===== config.mk =====
export PLATFORM = sky130hd
export DESIGN_NAME = mem_access_ctrl_flat
export DESIGN_NICKNAME = d
export VERILOG_FILES = /design/src/rtl/mem_access_ctrl_if.sv /design/src/rtl/mem_access_ctrl.sv /design/src/flat_wrapper.sv
export SDC_FILE = /design/constraint.sdc
export NUM_CORES = 1
export LEC_CHECK = 0
export ABC_AREA = 0
export CAP_MARGIN = 5
export CORE_UTILIZATION = 47
export CTS_CLUSTER_SIZE = 40
export DETAILED_ROUTE_END_ITERATION = 8
export GPL_TIMING_DRIVEN = 0
export PLACE_DENSITY = 0.85
export SKIP_CTS_REPAIR_TIMING = 1
export SKIP_LAST_GASP = 1
export SLEW_MARGIN = 20
export SYNTH_ARGS = -nofsm -noshare
export SYNTH_HDL_FRONTEND = slang
export SYNTH_SLANG_ARGS = --single-unit
export TNS_END_PERCENT = 5

===== constraint.sdc =====
create_clock -name clk -period 4.1 [get_ports clk]
set_clock_uncertainty 0.1 [all_clocks]
set_input_delay 0.82 -clock clk [delete_from_list [all_inputs] [get_ports clk]]
set_output_delay 0.82 -clock clk [all_outputs]
set_load 0.1 [all_outputs]

===== src/rtl/mem_access_ctrl_if.sv =====
// Core-side request/response and data-memory signals of the load/store sequencer.
// slave = the sequencer itself; master = whatever plays core and memory around it.
interface mem_access_ctrl_if #(
    parameter int BUS_WIDTH = 32
);
    // core request
    logic                 req;
    logic                 we;
    logic [2:0]           funct3;
    logic [BUS_WIDTH-1:0] addr;
    logic [BUS_WIDTH-1:0] wdata;
    // core response
    logic                 busy;
    logic                 done;
    logic                 fault;
    logic [BUS_WIDTH-1:0] rdata;
    // data memory port
    logic [BUS_WIDTH-1:0] mem_address;
    logic [BUS_WIDTH-1:0] mem_data_in;
    logic                 mem_wr_en;
    logic [1:0]           mem_size;
    logic                 mem_sz_ex;
    logic [BUS_WIDTH-1:0] mem_rdata;
    // memory-mapped output register
    logic [BUS_WIDTH-1:0] io_out;

    modport slave (
        input  req, we, funct3, addr, wdata, mem_rdata,
        output busy, done, fault, rdata,
               mem_address, mem_data_in, mem_wr_en, mem_size, mem_sz_ex, io_out
    );

    modport master (
        output req, we, funct3, addr, wdata, mem_rdata,
        input  busy, done, fault, rdata,
               mem_address, mem_data_in, mem_wr_en, mem_size, mem_sz_ex, io_out
    );
endinterface


===== src/rtl/mem_access_ctrl.sv =====
// Load/store sequencer between the MEM stage and data memory; rejects bad accesses, maps IO_ADDR to io_out.
// Latency: done exactly 3 cycles after an accepted req, rejected or not; req outside IDLE is dropped, not queued.
module mem_access_ctrl #(
    parameter int BUS_WIDTH = 32,
    parameter int MEM_BYTES = 64,
    parameter int IO_ADDR   = 64
) (
    input  logic             clk,
    input  logic             rst,
    mem_access_ctrl_if.slave bus
);
    typedef enum logic [1:0] {
        IDLE   = 2'd0,
        CHECK  = 2'd1,
        ACCESS = 2'd2,
        RESP   = 2'd3
    } state_t;

    state_t               state_q;
    state_t               state_d;

    logic                 we_q;
    logic [2:0]           funct3_q;
    logic [BUS_WIDTH-1:0] addr_q;
    logic [BUS_WIDTH-1:0] wdata_q;
    logic [1:0]           size_q;
    logic                 sz_ex_q;
    logic                 reject_q;
    logic                 is_io_q;
    logic [BUS_WIDTH-1:0] rdata_q;
    logic [BUS_WIDTH-1:0] io_reg;

    logic                 legal;
    logic [2:0]           nbytes;
    logic                 misaligned;
    logic                 is_io;
    logic                 io_bad;
    logic [BUS_WIDTH:0]   end_addr;
    logic                 range_bad;
    logic                 reject;

    logic                 busy_c;
    logic                 done_c;
    logic                 fault_c;
    logic                 wr_en_c;

    // Access decode on the latched request; one extra bit on end_addr stops wrap-around past 2^BUS_WIDTH.
    always_comb begin
        legal  = 1'b0;
        nbytes = 3'd4;
        case (funct3_q)
            3'b000:  begin legal = 1'b1;  nbytes = 3'd1; end
            3'b001:  begin legal = 1'b1;  nbytes = 3'd2; end
            3'b010:  begin legal = 1'b1;  nbytes = 3'd4; end
            3'b100:  begin legal = !we_q; nbytes = 3'd1; end
            3'b101:  begin legal = !we_q; nbytes = 3'd2; end
            default: begin legal = 1'b0;  nbytes = 3'd4; end
        endcase
        misaligned = ((nbytes == 3'd2) && addr_q[0]) ||
                     ((nbytes == 3'd4) && (addr_q[1:0] != 2'b00));
        is_io      = (addr_q == BUS_WIDTH'(IO_ADDR));
        io_bad     = is_io && (nbytes != 3'd4);
        end_addr   = {1'b0, addr_q} + (BUS_WIDTH + 1)'(nbytes);
        range_bad  = !is_io && (end_addr > (BUS_WIDTH + 1)'(MEM_BYTES));
        reject     = !legal || misaligned || io_bad || range_bad;
    end

    // Rejected requests still pass through ACCESS (with every side effect suppressed)
    // so the core sees the same completion latency whatever the outcome.
    always_comb begin
        state_d = state_q;
        busy_c  = 1'b0;
        done_c  = 1'b0;
        fault_c = 1'b0;
        wr_en_c = 1'b0;
        case (state_q)
            IDLE: begin
                if (bus.req) state_d = CHECK;
            end
            CHECK: begin
                busy_c  = 1'b1;
                state_d = ACCESS;
            end
            ACCESS: begin
                busy_c  = 1'b1;
                wr_en_c = we_q && !reject_q && !is_io_q && !rst;
                state_d = RESP;
            end
            RESP: begin
                busy_c  = 1'b1;
                done_c  = 1'b1;
                fault_c = reject_q;
                state_d = IDLE;
            end
            default: state_d = IDLE;
        endcase
    end

    always_ff @(posedge clk) begin
        if (rst) begin
            state_q  <= IDLE;
            we_q     <= 1'b0;
            funct3_q <= 3'b010;
            addr_q   <= '0;
            wdata_q  <= '0;
            size_q   <= 2'b10;
            sz_ex_q  <= 1'b0;
            reject_q <= 1'b0;
            is_io_q  <= 1'b0;
            rdata_q  <= '0;
            io_reg   <= '0;
        end else begin
            state_q <= state_d;
            case (state_q)
                IDLE: begin
                    if (bus.req) begin
                        we_q     <= bus.we;
                        funct3_q <= bus.funct3;
                        addr_q   <= bus.addr;
                        wdata_q  <= bus.wdata;
                        size_q   <= (bus.funct3[1:0] == 2'b11) ? 2'b10 : bus.funct3[1:0];
                        sz_ex_q  <= !bus.we && !bus.funct3[2];
                    end
                end
                CHECK: begin
                    reject_q <= reject;
                    is_io_q  <= is_io;
                end
                ACCESS: begin
                    if (reject_q) begin
                        rdata_q <= '0;
                    end else if (is_io_q) begin
                        if (we_q) io_reg  <= wdata_q;
                        else      rdata_q <= io_reg;
                    end else if (!we_q) begin
                        rdata_q <= bus.mem_rdata;
                    end
                end
                default: ;
            endcase
        end
    end

    assign bus.busy        = busy_c;
    assign bus.done        = done_c;
    assign bus.fault       = fault_c;
    assign bus.rdata       = rdata_q;
    assign bus.mem_address = addr_q;
    assign bus.mem_data_in = wdata_q;
    assign bus.mem_wr_en   = wr_en_c;
    assign bus.mem_size    = size_q;
    assign bus.mem_sz_ex   = sz_ex_q;
    assign bus.io_out      = io_reg;

    a_wr_only_in_access: assert property (@(posedge clk) disable iff (rst)
        bus.mem_wr_en |-> (state_q == ACCESS));
    a_done_single_cycle: assert property (@(posedge clk) disable iff (rst)
        bus.done |=> !bus.done);
endmodule


===== src/flat_wrapper.sv =====
// flat-port wrapper written by rule: the top's interface ports become plain ports
module mem_access_ctrl_flat 
#(
    parameter int BUS_WIDTH = 32,
    parameter int MEM_BYTES = 64,
    parameter int IO_ADDR   = 64
)
  (clk, rst, bus_req, bus_we, bus_funct3, bus_addr, bus_wdata, bus_mem_rdata, bus_busy, bus_done, bus_fault, bus_rdata, bus_mem_address, bus_mem_data_in, bus_mem_wr_en, bus_mem_size, bus_mem_sz_ex, bus_io_out);
  mem_access_ctrl_if #(.BUS_WIDTH(BUS_WIDTH)) bus_i ();
  input  logic clk;
  input  logic rst;
  input wire logic [$bits(bus_i.req)-1:0] bus_req;
  input wire logic [$bits(bus_i.we)-1:0] bus_we;
  input wire logic [$bits(bus_i.funct3)-1:0] bus_funct3;
  input wire logic [$bits(bus_i.addr)-1:0] bus_addr;
  input wire logic [$bits(bus_i.wdata)-1:0] bus_wdata;
  input wire logic [$bits(bus_i.mem_rdata)-1:0] bus_mem_rdata;
  output wire logic [$bits(bus_i.busy)-1:0] bus_busy;
  output wire logic [$bits(bus_i.done)-1:0] bus_done;
  output wire logic [$bits(bus_i.fault)-1:0] bus_fault;
  output wire logic [$bits(bus_i.rdata)-1:0] bus_rdata;
  output wire logic [$bits(bus_i.mem_address)-1:0] bus_mem_address;
  output wire logic [$bits(bus_i.mem_data_in)-1:0] bus_mem_data_in;
  output wire logic [$bits(bus_i.mem_wr_en)-1:0] bus_mem_wr_en;
  output wire logic [$bits(bus_i.mem_size)-1:0] bus_mem_size;
  output wire logic [$bits(bus_i.mem_sz_ex)-1:0] bus_mem_sz_ex;
  output wire logic [$bits(bus_i.io_out)-1:0] bus_io_out;
  assign bus_i.req = bus_req;
  assign bus_i.we = bus_we;
  assign bus_i.funct3 = bus_funct3;
  assign bus_i.addr = bus_addr;
  assign bus_i.wdata = bus_wdata;
  assign bus_i.mem_rdata = bus_mem_rdata;
  assign bus_busy = bus_i.busy;
  assign bus_done = bus_i.done;
  assign bus_fault = bus_i.fault;
  assign bus_rdata = bus_i.rdata;
  assign bus_mem_address = bus_i.mem_address;
  assign bus_mem_data_in = bus_i.mem_data_in;
  assign bus_mem_wr_en = bus_i.mem_wr_en;
  assign bus_mem_size = bus_i.mem_size;
  assign bus_mem_sz_ex = bus_i.mem_sz_ex;
  assign bus_io_out = bus_i.io_out;
  mem_access_ctrl #(.BUS_WIDTH(BUS_WIDTH), .MEM_BYTES(MEM_BYTES), .IO_ADDR(IO_ADDR)) u_core (.clk(clk), .rst(rst), .bus(bus_i));
endmodule

==> reports/metrics.yaml <==
power_and_ir_drop:
  net-switching-power_mw: 2.71
  p_comb_share_pct: 44.3
  p_leak_nw: 3.19
  clockPowerShare_pct: 26.5
  irDropWorstVdd_mv: 0.517
  p_sw_share_pct: 46.0
  power.share.sequential_pct: 29.2
  p_per_area_mw_per_mm2: 634
  intPower_mw: 3.18
critical_path:
  critical_path.max_fanout: 10
  endpoint: "bus_mem_wr_en"
  setup.worst_path.class: "primary input to primary output"
  rr_worst_depth: 10
  rr_endpoint: "u_core.reject_q$_SDFFE_PP0N_"
  crit_path_start: "rst"
  cp-end-kind: "primary output"
  cp_data_required_time_ns: 3.18
  cp.arrival_ns: 2.98
  reg2reg_slack_ns: 1.06
  start_kind: "primary input"
  r2r-start: "u_core.funct3_q[1]$_SDFFE_PP1P_"
global_routing:
  grt_pass1_vias: 6193
  grt.overflow.total: 0
  grt_antenna_before_repair: 0
  grt_max_degree: 17
  grt_util_all_layers_pct: 30.4
  grt_pass1_wl_um: 31000
synth:
  ys_ff_latch: 139
  syn_avg_cell_area_um2: 7.78
  synthesis.area_mm2: 0.00610
  synth_async_sr_flop_share_pct: 0
  ys_types: 50
  yosysWarnings: 0
  syn-num-nets: 896
  synth_cells: 784
  yosysSeqAreaShare_pct: 45.6
  synth_edf_count: 0
  ys.flop_type: "dfxtp_1"
cells_and_area:
  nets: 1152
  drive_gt1_share_pct: 4.19
  diodes: 0
  area.growth.synth_to_final_pct: 52.3
  nFillCells: 1011
place:
  dpl.hpwl_um: 14600
  portBuffers: 237
  place_congestion: 0.887
detailed_routing:
  drtIter0Drc: 489
  first_pass_iters: 5
  wirelength_um: 20100
  ant_nets: 0
  routedWlPerCell_um: 16.4
  vias: 6596
  post-route-drc-count: 0
  routed_via_density: 5.39
floorplanning:
  start_util_pct: 48.3
  die_area_mm2: 0.0134
  die_x_um: 116
  ioPinCount: 238
  die_height_um: 116
  coreArea_mm2: 0.0126
  num_rows: 41
clock_network:
  cts_tree: "built"
  clkTransAtPathRegs_ns: 0.05
  cts.sinks: 139
  root_buffer: "clkbuf_16"
  h-tree-depth: 4
  cts_made_buffers: 17
  clock_latency_ns: 0.42
  clock_path_buffers: 2
sta:
  rsz0062_at_grt: "no"
  drv_slew: 0
  finalSetupViolations: 0
  fmax_mhz: 256
  tightest_slew_ns: 1.05
  finalCritPeriodShare_pct: 95.1
  timing.slew.headroom_pct: 30.0
  finalHoldViolCount: 0
  fin_setup_tns_ns: 0
  holdWs_ns: 0.344
  min_period_ns: 3.90
run_status:
  outcome: "finished clean"
hold_path:
  hold_class: "flip-flop to flip-flop"
flow_run:
  cap_violations: 0
==> stage by stage <==
| step | utilization (%) | cell area [um2] | power, mW | worst slack (ns) | std cells |
|---|---|---|---|---|---|
| floorplan | - | 6100 | 3.64 | 0.0872 | 784 |
| global placement | 68.8 | 8690 | 4.30 | 0.241 | 1193 |
| detailed placement | 68.8 | 8690 | 4.33 | 0.225 | 1193 |
| CTS | 73.6 | 9290 | 5.89 | 0.224 | 1223 |
| global route | 73.6 | 9290 | 6.13 | 0.177 | 1223 |
| finish | 73.6 | 9290 | 5.89 | 0.201 | 1223 |
==> worst min-delay path by stage <==
stage	slack [ns]	end	start	depth (start not counted)
2_1_floorplan	0.35	u_core.we_q$_SDFFE_PP0P_	u_core.we_q$_SDFFE_PP0P_	2
3_3_place_gp	0.33	u_core.bus.mem_size[1]$_SDFFE_PP1P_	u_core.bus.mem_size[1]$_SDFFE_PP1P_	2
3_5_place_dp	0.34	u_core.bus.mem_size[1]$_SDFFE_PP1P_	u_core.bus.mem_size[1]$_SDFFE_PP1P_	2
4_1_cts	0.35	u_core.bus.mem_size[1]$_SDFFE_PP1P_	u_core.bus.mem_size[1]$_SDFFE_PP1P_	2
5_1_grt	0.37	u_core.bus.mem_size[1]$_SDFFE_PP1P_	u_core.bus.mem_size[1]$_SDFFE_PP1P_	2
6_report	0.34	u_core.bus.mem_size[1]$_SDFFE_PP1P_	u_core.bus.mem_size[1]$_SDFFE_PP1P_	2
==> metal layers <==
layer | vias up | wire length, um | GRT usage, %
met5 | - | 0 | 0
li1 | 3182 | - | -
met1 | 3055 | 8080 | 36.5
met4 | 0 | 747 | 16.9
met3 | 57 | 1510 | 7.27
met2 | 302 | 9760 | 50.1
==> power by group through the flow <==
stage          registers (mW)  logic [mW]  clock network (mW)
2_1_floorplan            2.84       0.799                   0
3_3_place_gp             1.73        2.56                   0
3_5_place_dp             1.74        2.59                   0
4_1_cts                  1.71        2.61                1.57
5_1_grt                  1.75        2.76                1.62
6_report                 1.72        2.61                1.56
==> cells in the mapped netlist, types with 2 or more instances <==
| master | count | area share (%) |
|---|---|---|
| nand3_4 | 2 | 0.57 |
| nor2b_1 | 2 | 0.21 |
| nand3_1 | 8 | 0.66 |
| a31oi_1 | 5 | 0.51 |
| ha_1 | 8 | 1.6 |
| a211oi_1 | 2 | 0.25 |
| nor4_1 | 9 | 0.92 |
| nand3b_1 | 2 | 0.25 |
| xor2_1 | 3 | 0.43 |
| mux2i_1 | 33 | 5.4 |
| and4_1 | 2 | 0.29 |
| nand2b_1 | 2 | 0.21 |
| and2_1 | 2 | 0.21 |
| nor2_1 | 47 | 2.9 |
| and3_2 | 2 | 0.25 |
| nand2_1 | 220 | 14 |
| and3_1 | 3 | 0.31 |
| buf_1 | 6 | 0.37 |
| xnor2_1 | 7 | 1.0 |
| nor3_1 | 42 | 3.4 |
| clkbuf_1 | 48 | 3.0 |
| dfxtp_1 | 139 | 46 |
| o21ai_0 | 6 | 0.49 |
| inv_1 | 8 | 0.49 |
| nand4_1 | 8 | 0.82 |
| buf_6 | 2 | 0.37 |
| a21oi_4 | 2 | 0.53 |
| nor3b_1 | 2 | 0.25 |
| a21oi_1 | 141 | 12 |
==> placed cells by master (no fill, tap or decap), types with 8 or more instances in the layout <==
| master | n |
|---|---|
| a21oi_1 | 141 |
| clkbuf_1 | 49 |
| clkbuf_16 | 17 |
| clkdlybuf4s50_1 | 237 |
| dfxtp_1 | 139 |
| ha_1 | 8 |
| inv_1 | 8 |
| mux2i_1 | 33 |
| nand2_1 | 220 |
| nand3_1 | 8 |
| nand4_1 | 8 |
| nor2_1 | 47 |
| nor3_1 | 42 |
| nor4_1 | 9 |
==> state kept, by name, indices dropped and copies added, names as in the netlist <==
name and cells:
u_core.we_q 1, u_core.is_io_q 1, u_core.reject_q 1, u_core.bus.io_out 32, u_core.bus.mem_size 2, u_core.funct3_q 3, u_core.state_q 2, u_core.bus.mem_sz_ex 1
u_core.bus.mem_data_in 32, u_core.bus.rdata 32, u_core.bus.mem_address 32
==> cell families after synthesis <==
family / Yosys count / synth area share, %
AO/OA/AOI/OAI: 170 / 15.6
AND/OR/NAND/NOR: 358 / 25.7
adder cells (fa/ha/maj): 9 / 1.97
flip-flops: 139 / 45.6
buffers and inverters: 65 / 4.27
multiplexers: 33 / 5.42
XOR/XNOR: 10 / 1.44
==> critical path: stages <==
cell	delay, ns
clkdlybuf4s50_1	0.45
clkbuf_1	0.27
nor3_1	0.24
clkdlybuf4s50_1	1.19
==> final cells by class <==
cell class	instances	area [um2]	share of cell area, %
clock buffer	20	457	4.92
inverter	8	30.0	0.323
multi-input combinational	580	3060	32.9
sequential	139	2780	30.0
buffer	57	230	2.48
timing repair buffer	237	2370	25.5
clock inverter	10	144	1.55
tap	172	215	2.32
Power figures use the tool's default switching activity.
